===== src/rtl/sdram_uart_pkg.sv =====
// -----------------------------------------------------------------------------
// sdram_uart_pkg
// Definitions shared by both directions of the UART debug link to SDRAM:
//   - host command bytes ('R' read, 'W' write)
//   - command-parser state encoding
//   - reply bytes used by the SDRAM-to-UART transmit side
// -----------------------------------------------------------------------------
package sdram_uart_pkg;

  localparam logic [7:0] CMD_RD = 8'h52;  // 'R'
  localparam logic [7:0] CMD_WT = 8'h57;  // 'W'

  localparam logic [7:0] RSP_O  = 8'h4F;  // 'O'
  localparam logic [7:0] RSP_K  = 8'h4B;  // 'K'

  typedef enum logic [1:0] {
    ST_IDLE  = 2'd0,
    ST_ADDR  = 2'd1,
    ST_DATA  = 2'd2,
    ST_ISSUE = 2'd3
  } state_t;

  // True when the byte opens a frame.
  function automatic logic is_cmd(input logic [7:0] b);
    return (b == CMD_RD) || (b == CMD_WT);
  endfunction

endpackage


===== src/rtl/uart_to_sdram_timer.sv =====
// -----------------------------------------------------------------------------
// uart_to_sdram_timer
// Inter-byte timeout counter for the command parser.
// Ports:
//   CLK, RST_N  clock, asynchronous active-low reset
//   i_clr       restart the count (a byte was accepted)
//   i_en        count while a frame is being collected; held at 0 otherwise
//   o_expire    count has reached TIMEOUT_CYC-1 while enabled (combinational)
// -----------------------------------------------------------------------------
module uart_to_sdram_timer #(
  parameter int TIMEOUT_CYC = 1000000
) (
  input  logic CLK,
  input  logic RST_N,
  input  logic i_clr,
  input  logic i_en,
  output logic o_expire
);

  localparam int CW = $clog2(TIMEOUT_CYC + 1);

  logic [CW-1:0] r_cnt;

  assign o_expire = i_en && (r_cnt == CW'(TIMEOUT_CYC - 1));

  // Disabled or expired counts restart from zero so the next frame
  // always gets the full window.
  always_ff @(posedge CLK or negedge RST_N) begin
    if (!RST_N) begin
      r_cnt <= '0;
    end else if (i_clr || !i_en || o_expire) begin
      r_cnt <= '0;
    end else begin
      r_cnt <= r_cnt + 1'b1;
    end
  end

endmodule


===== src/rtl/uart_to_sdram.sv =====
// -----------------------------------------------------------------------------
// uart_to_sdram
// Receive-side command parser of the UART debug link. Bytes from the UART
// receiver are assembled into frames:
//   'R' addr[ADDR_BYTES]            -> one SDRAM read request
//   'W' addr[ADDR_BYTES] d_hi d_lo  -> one SDRAM write request
// Address and data are sent MSB first.
// Ports:
//   CLK, RST_N   clock, asynchronous active-low reset
//   i_data       byte from UART receiver
//   i_stb        i_data valid, held until i_ack
//   i_ack        byte accepted this cycle (combinational)
//   o_addr       SDRAM word address
//   o_data       SDRAM write data
//   o_stb_rd     read request, held until o_ack
//   o_stb_wt     write request, held until o_ack
//   o_ack        SDRAM controller accepted the request
//   o_err        one-cycle pulse when a frame is aborted
// -----------------------------------------------------------------------------
module uart_to_sdram
  import sdram_uart_pkg::*;
#(
  parameter int ADDR_BYTES  = 3,
  parameter int TIMEOUT_CYC = 1000000
) (
  input  logic                    CLK,
  input  logic                    RST_N,
  input  logic [7:0]              i_data,
  input  logic                    i_stb,
  output logic                    i_ack,
  output logic [8*ADDR_BYTES-1:0] o_addr,
  output logic [15:0]             o_data,
  output logic                    o_stb_rd,
  output logic                    o_stb_wt,
  input  logic                    o_ack,
  output logic                    o_err
);

  localparam int AW  = 8 * ADDR_BYTES;
  localparam int BCW = $clog2(ADDR_BYTES + 1);

  state_t           r_state;
  logic             r_is_wt;
  logic [BCW-1:0]   r_bcnt;
  logic [AW-1:0]    r_addr;
  logic [15:0]      r_data;
  logic             r_stb_rd;
  logic             r_stb_wt;
  logic             r_err;

  logic             w_open;
  logic             w_take;
  logic             w_expire;
  logic             w_timer_en;

  assign w_open     = (r_state == ST_IDLE) || (r_state == ST_ADDR) ||
                      (r_state == ST_DATA);
  assign w_timer_en = (r_state == ST_ADDR) || (r_state == ST_DATA);
  // An expiring timeout takes priority over a byte arriving the same cycle;
  // RST_N gates i_ack so nothing is acknowledged while in reset.
  assign w_take     = i_stb && w_open && !w_expire && RST_N;
  assign i_ack      = w_take;

  assign o_addr   = r_addr;
  assign o_data   = r_data;
  assign o_stb_rd = r_stb_rd;
  assign o_stb_wt = r_stb_wt;
  assign o_err    = r_err;

  uart_to_sdram_timer #(
    .TIMEOUT_CYC (TIMEOUT_CYC)
  ) u_timer (
    .CLK      (CLK),
    .RST_N    (RST_N),
    .i_clr    (w_take),
    .i_en     (w_timer_en),
    .o_expire (w_expire)
  );

  always_ff @(posedge CLK or negedge RST_N) begin
    if (!RST_N) begin
      r_state  <= ST_IDLE;
      r_is_wt  <= 1'b0;
      r_bcnt   <= '0;
      r_addr   <= '0;
      r_data   <= '0;
      r_stb_rd <= 1'b0;
      r_stb_wt <= 1'b0;
      r_err    <= 1'b0;
    end else begin
      r_err <= 1'b0;
      case (r_state)
        ST_IDLE: begin
          if (w_take) begin
            if (is_cmd(i_data)) begin
              r_is_wt <= (i_data == CMD_WT);
              r_addr  <= '0;
              r_bcnt  <= '0;
              r_state <= ST_ADDR;
            end else begin
              r_err <= 1'b1;
            end
          end
        end

        ST_ADDR: begin
          if (w_expire) begin
            r_err   <= 1'b1;
            r_state <= ST_IDLE;
          end else if (w_take) begin
            r_addr <= {r_addr[AW-9:0], i_data};
            if (r_bcnt == BCW'(ADDR_BYTES - 1)) begin
              r_bcnt <= '0;
              if (r_is_wt) begin
                r_state <= ST_DATA;
              end else begin
                r_stb_rd <= 1'b1;
                r_state  <= ST_ISSUE;
              end
            end else begin
              r_bcnt <= r_bcnt + 1'b1;
            end
          end
        end

        ST_DATA: begin
          if (w_expire) begin
            r_err   <= 1'b1;
            r_state <= ST_IDLE;
          end else if (w_take) begin
            if (r_bcnt == '0) begin
              r_data[15:8] <= i_data;
              r_bcnt       <= r_bcnt + 1'b1;
            end else begin
              r_data[7:0] <= i_data;
              r_bcnt      <= '0;
              r_stb_wt    <= 1'b1;
              r_state     <= ST_ISSUE;
            end
          end
        end

        ST_ISSUE: begin
          // No timeout here: the controller may stall as long as it likes.
          if (o_ack) begin
            r_stb_rd <= 1'b0;
            r_stb_wt <= 1'b0;
            r_state  <= ST_IDLE;
          end
        end

        default: r_state <= ST_IDLE;
      endcase
    end
  end

endmodule


===== config.mk =====
export PLATFORM = sky130hd
export DESIGN_NAME = uart_to_sdram
export DESIGN_NICKNAME = d
export VERILOG_FILES = /design/src/rtl/sdram_uart_pkg.sv /design/src/rtl/uart_to_sdram_timer.sv /design/src/rtl/uart_to_sdram.sv
export SDC_FILE = /design/constraint.sdc
export NUM_CORES = 1
export LEC_CHECK = 0
export ABC_AREA = 1
export ABC_CLOCK_PERIOD_IN_PS = 1800
export BUFFER_PORTS_ARGS = -buffer_cell sky130_fd_sc_hd__buf_4
export CAP_MARGIN = 20
export CORE_MARGIN = 4
export CORE_UTILIZATION = 43
export CTS_BUF_LIST = sky130_fd_sc_hd__clkbuf_16
export CTS_CLUSTER_SIZE = 28
export DETAILED_ROUTE_END_ITERATION = 10
export MAX_ROUTING_LAYER = met4
export PLACE_DENSITY_LB_ADDON = 0.05
export SETUP_SLACK_MARGIN = 0.02
export SYNTH_ARGS = -nofsm -noshare
export SYNTH_HDL_FRONTEND = slang
export SYNTH_SLANG_ARGS = --single-unit

===== constraint.sdc =====
create_clock -name CLK -period 1.8 [get_ports CLK]
set_input_delay 0.36 -clock CLK [delete_from_list [all_inputs] [get_ports CLK]]
set_output_delay 0.36 -clock CLK [all_outputs]
set_load 0.05 [all_outputs]

* Yosys cells after proc, flatten, opt, wreduce, memory -nomap -nowiden
Index checks and enable logic that the tools add are counted.
** Cells by class
- Add/sub/neg operators :: 2
- Eq/ne operators :: 21
- Mux-type cells :: 40
- Bitwise gates (word level) :: 2
- Reductions and logical operators :: 27
** Operator list (count)
- $mux W24 :: 4
- $pmux W24 S2 :: 1
- $mux W2 :: 17
- $add A20 B1 Y20 const B :: 1
- $eq A20 B20 Y1 const B :: 1
- $mux W20 :: 1
- $eq A8 B7 Y1 const B :: 2
- $reduce_and A7 Y1 :: 2
- $mux W1 :: 12
- $ne A2 B1 Y1 const B :: 5
- $ne A2 B2 Y1 const B :: 5
- $reduce_and A5 Y1 :: 2
- $ne A3 B1 Y1 const B :: 3
- $pmux W2 S4 :: 1
- $reduce_and A4 Y1 :: 2
- $eq A2 B2 Y1 const B :: 3
- $logic_or A1 B1 Y1 :: 6
- $pmux W1 S2 :: 3
- $pmux W2 S3 :: 1
- $reduce_and A6 Y1 :: 1
- $reduce_bool A2 Y1 :: 3
- $logic_and A1 B1 Y1 :: 4
- $logic_not A2 Y1 :: 2
- $ne A3 B2 Y1 const B :: 1
- 7 further kinds :: 9
** Word-level totals
- Register bits :: 68
- Output and inout port bits :: 44
- Word-level logic and storage cells :: 102

* Depth between registers and ports, before layout
- Word-level depth :: 9
- Gate-level depth with buffers :: 11

* Cells and area by module
A second synthesis with hierarchy kept.
** Second synthesis, totals
- Cell total of the unflattened synthesis :: 474
- Area total of the unflattened synthesis :: 3738.6 µm²
** By module, submodules not included
- uart_to_sdram :: times used 1, cells each 316, area each 2576.2 µm², sequential area each 1201.2 µm²
- uart_to_sdram_timer :: times used 1, cells each 158, area each 1162.4 µm², sequential area each 500.5 µm²

* Worst setup path before layout
Ideal clock, no wire load.
- Path type :: register -> register
- Start point :: reg r_state[0]
- End point :: reg r_data[13], in the netlist o_data[13]
- Library setup time :: 127 ps
- Data arrival time :: 1715 ps
- Required time :: 1673 ps
- Setup slack :: -42 ps
- Stages on the path, launching flop included :: 12
- Period minus slack after synthesis :: 1842 ps
- Cell sequence :: dfrtp_1 inv_1 ha_1 nand3_1 nor2_2 nand3_4 nand2_2 inv_2 nand2_4 buf_4 nand2_1 o21ai_0
** Between the ends
- Cells in the longest elaborated chain, start to end :: 7
- Elaborated cells between the ends (all ways) :: 13
- Classes of those cells :: eq/ne (2); bitwise (1); reduce/logical (10)
** Ends and longest elaborated chain
- start: declaration :: RTL line uart_to_sdram.sv:42 : state_t r_state;
- start signal: assignment :: RTL line uart_to_sdram.sv:82 : r_state <= ST_IDLE;
- start signal: assignment :: RTL line uart_to_sdram.sv:99 : r_state <= ST_ADDR;
- start signal: assignment :: RTL line uart_to_sdram.sv:109 : r_state <= ST_IDLE;
- $eq A2 B1 Y1 (tied with other cells) :: RTL line uart_to_sdram.sv:56, uart_to_sdram.sv:58
- $logic_or A1 B1 Y1, on equally long branches :: RTL line uart_to_sdram.sv:56, uart_to_sdram.sv:58
- $logic_or A1 B1 Y1 or $logic_and A1 B1 Y1 (tied branches) :: RTL line uart_to_sdram.sv:56, uart_to_sdram_timer.sv:24
- $logic_and A1 B1 Y1 or $logic_not A1 Y1 (tied branches) :: RTL line uart_to_sdram.sv:61 : assign w_take = i_stb && w_open && !w_expire && RST_N;
- $logic_and A1 B1 Y1 (*) (2 in series) :: RTL line uart_to_sdram.sv:61
- named net i_ack :: RTL line uart_to_sdram.sv:30 : output logic i_ack,
- $reduce_and A4 Y1 (no line) (*)
- end signal: assignment :: RTL line uart_to_sdram.sv:132 : r_data[15:8] <= i_data;
- end: declaration :: RTL line uart_to_sdram.sv:46 : logic [15:0] r_data;
Mark *: on every way through the listed nets, which the timed path passes. The rest lies on a longest branch.
A chain may end at the register's enable or synchronous reset.

* Final worst setup path
- Start point :: reg r_state[0]
- End point :: out i_ack
** Between the ends
- Cells in the longest elaborated chain, start to end :: 6
- Elaborated cells between the ends (all ways) :: 11
- Classes of those cells :: eq/ne (2); reduce/logical (9)
** Ends and longest elaborated chain (RTL line)
- $eq A2 B1 Y1 (tied with other cells) :: uart_to_sdram.sv:56, uart_to_sdram.sv:58
- $logic_or A1 B1 Y1, on equally long branches :: uart_to_sdram.sv:56, uart_to_sdram.sv:58
- $logic_or A1 B1 Y1 or $logic_and A1 B1 Y1 (tied branches) :: uart_to_sdram.sv:56, uart_to_sdram_timer.sv:24
- $logic_and A1 B1 Y1 or $logic_not A1 Y1 (tied branches) :: uart_to_sdram.sv:61
- $logic_and A1 B1 Y1 (*) (2 in series) :: uart_to_sdram.sv:61
- end: declaration :: uart_to_sdram.sv:30
Every way passes the cells marked *; elsewhere a longest branch is shown, timed or not.

==> metrics <==
Synth cell types 33; YS warnings 0; Flop pwr share ~27%; #FFs+latches synth 68; nets slightly below 500; Crit-path slowest cell dfrtp_1; drt via density roughly 5; critical path startpoint r_state[0]$_DFFE_PN0P_; combinational cell fraction of total power around 53%; core box area 7290 sq um; Critical path buffers and inverters 4; Synth top area share 52.5%; Tightest Hold Check Type in2async; synth-to-layout area growth 39.7%; unrepaired setup endpoints after global routing true; max-slew violation count 0; Multi-input gate area 1580 sq um; Final period util 110%; Die Ht between 90 and 100 microns; total global routing overflow 0; die area between 8000 and 9000 sq um; critical path class reg2out; Worst Reg-to-Reg Cells 11; cell with the most instances after synthesis nand2_1; synth top area cells dfrtp_1, nand2_1, nand3_1, o21ai_0, nor2_1; fillers around 650; vias in the first global route 2627; Clock Tree Buf Depth 2; crit path max fanout 3; first-pass GRT wire length about 13 mm; top_reg_cell synth dfrtp_1; Crit path max-delay family buffers and inverters; CTS buffer count 9; Post-synth EDFFs 0; Initial DRT Pass Iterations 4; Post-Syn Area per Cell around 8.5 sq um; Synth async-reset ratio between 90% and 100%; Final setup viols 14; Worst Path Required 1440 ps; Max stage delay on crit path ~400 ps; Final WS setup -177 ps; synthesized area around 3200 sq um; register area share after synthesis between 50% and 60%; P_leak 2.26 nW; sequential cell area about 1700 sq um; failing checks setup timing; Chip Width 94.8 microns; initial antenna violation count 0; Final Core Density around 62%; clock skew around 5.7 ps; Worst R2R End o_addr[19]$_DFFE_PN0P_; cts hold-fix bufs 0; # DRC 0; CTS tree yes; endpoint type of the worst setup path primary output; DR iter-0 viols between 150 and 200; Initial Util around 44%; power per cell area approximately 1900 nW/um^2; relative slew slack between 40 and 50%; I/O Buffers 55; Achievable Freq ~510 MHz; switching power approximately 3.9 mW; most used cell, CP inv_2; vias around 2800; Max rail drop VDD roughly 950 uV; routed len/inst 14.5 microns; cell taking the most area after synthesis dfrtp_1; diodes inserted 0; # rows 31; Final Hold Fails 0; RePlAce Congestion between 0.8 and 0.9; cell-internal power around 4.5 mW; GRT Overall Usage between 10% and 20%; CTS Root Cell clkbuf_16; clk slew on worst S/H paths 60 ps; final setup TNS -500 ps; Worst-Skew Late Latency about 320 ps; CTS H-tree lvls 3; Post-Syn Nets roughly 400; Syn Inst Count between 300 and 400; Period minus WS final slightly below 2000 ps; Worst Tran Pin Value 856 ps; FF-to-FF Start r_state[0]$_DFFE_PN0P_; most frequent cells after synthesis nand2_1, dfrtp_1, nor2_1; CP startpoint kind flop; CTS sink count 68; max-cap violation count 0; crit path DAT roughly 1600 ps; Routed Wire Length between 8 and 9 mm; switching share of power a little under half; reg2reg setup slack -50 ps; status complete, but fails checks; worst path cell trace ha_1 > inv_2 > nand3_1 > inv_2 > nand2_4 > inv_4 > buf_8; pin count of the biggest net entering global routing slightly below 70; Clock Power Share about 20%; layout cells sized above 1 about a third; HPWL after DPL between 5 and 6 mm; IO Count 56; Hold Slack between 200 and 250 ps; antenna viol nets, final 0
[worst register-to-register path: cells and delay by family, from the launching register on]
family | cells | cell delay, ps
simple gates | 7 | 630
buf+inv | 3 | 460
flops | 1 | 380
fa+ha+maj | 1 | 280
[layout by cell type (no fill, tap or decap), drive strengths merged]
cell type / instances
o21ai: 34
a31oi: 2
xnor2: 2
bufinv: 1
clkbuf: 11
clkinv: 4
dfrtp: 68
nor3: 6
nand3: 34
ha: 9
xor2: 2
inv: 38
nor3b: 2
o21bai: 2
nand2: 121
nor2: 40
a22o: 2
buf: 80
a211oi: 2
o21a: 1
o22ai: 1
nand4: 4
a21oi: 8
[metal layers]
metal	up-vias	global-route usage, %	wire, microns	share of wire, %
li1	1410	-	-	-
met5	-	-	0	0
met4	0	4.81	97	1.2
met3	9	4.70	412	5.0
met2	71	28.0	3840	46
met1	1343	27.2	3960	48
[registers in the layout (all words and copies together), names as in the netlist]
name and count:
u_timer.r_cnt 20, o_stb_rd 1, r_bcnt 2, o_stb_wt 1, r_state 2, o_addr 24
r_is_wt 1, o_err 1, o_data 16
[area by class of cell]
cell class	count	area share, %
clock buffer	9	4.98
multi-input combinational	272	34.9
sequential	68	37.6
timing repair buffer	82	15.3
inverter	37	3.12
clock inverter	6	1.27
tap	99	2.74
[cells by family (layout without fill, tap and decap cells)]
family | Yosys count | in the layout | synth area share [%]
fa+ha+maj | 9 | 9 | 3.48
compound gates | 52 | 52 | 8.77
buf+inv | 45 | 134 | 5.91
flops | 68 | 68 | 52.5
simple gates | 205 | 207 | 28.2
xor+xnor | 4 | 4 | 1.08
[worst max-delay path by stage]
stage,to,slack [ps],cells past startpoint
after detailed placement,r_state[1]$_DFFE_PN0P_,0.6,12
after CTS,i_ack,-180,8
after global routing,i_ack,-240,7
final,i_ack,-180,7
after global placement,r_state[0]$_DFFE_PN0P_,50,12
after floorplan,o_data[13]$_DFFE_PN0P_,40,11
[power groups by stage]
stage | clock network, mW | registers (mW) | logic (mW)
3_5_place_dp | 0 | 2.27 | 3.59
3_3_place_gp | 0 | 2.27 | 3.55
2_1_floorplan | 0 | 3.54 | 1.22
5_1_grt | 1.78 | 2.34 | 4.73
4_1_cts | 1.72 | 2.26 | 3.76
6_report | 1.68 | 2.27 | 4.43
[through the flow]
step | total power [mW] | cell area [sq um] | std cells | setup WS (ps)
final | 8.38 | 4530 | 573 | -177
after global placement | 5.82 | 3860 | 547 | 50.9
after CTS | 7.74 | 4250 | 566 | -177
after global routing | 8.85 | 4530 | 573 | -236
after detailed placement | 5.86 | 3860 | 547 | 0.644
after floorplan | 4.76 | 3240 | 383 | 36.7
[repair_timing]
| action | 4_1_cts | 5_1_grt |
|---|---|---|
| gates cloned | 0 | 4 |
| pin swaps | 5 | 16 |
| buffers inserted | 4 | 4 |
| endpoints found under the setup margin | 5 | 59 |
| gates resized for setup | 18 | 43 |
Note: power is estimated with default switching activity, not from simulation.
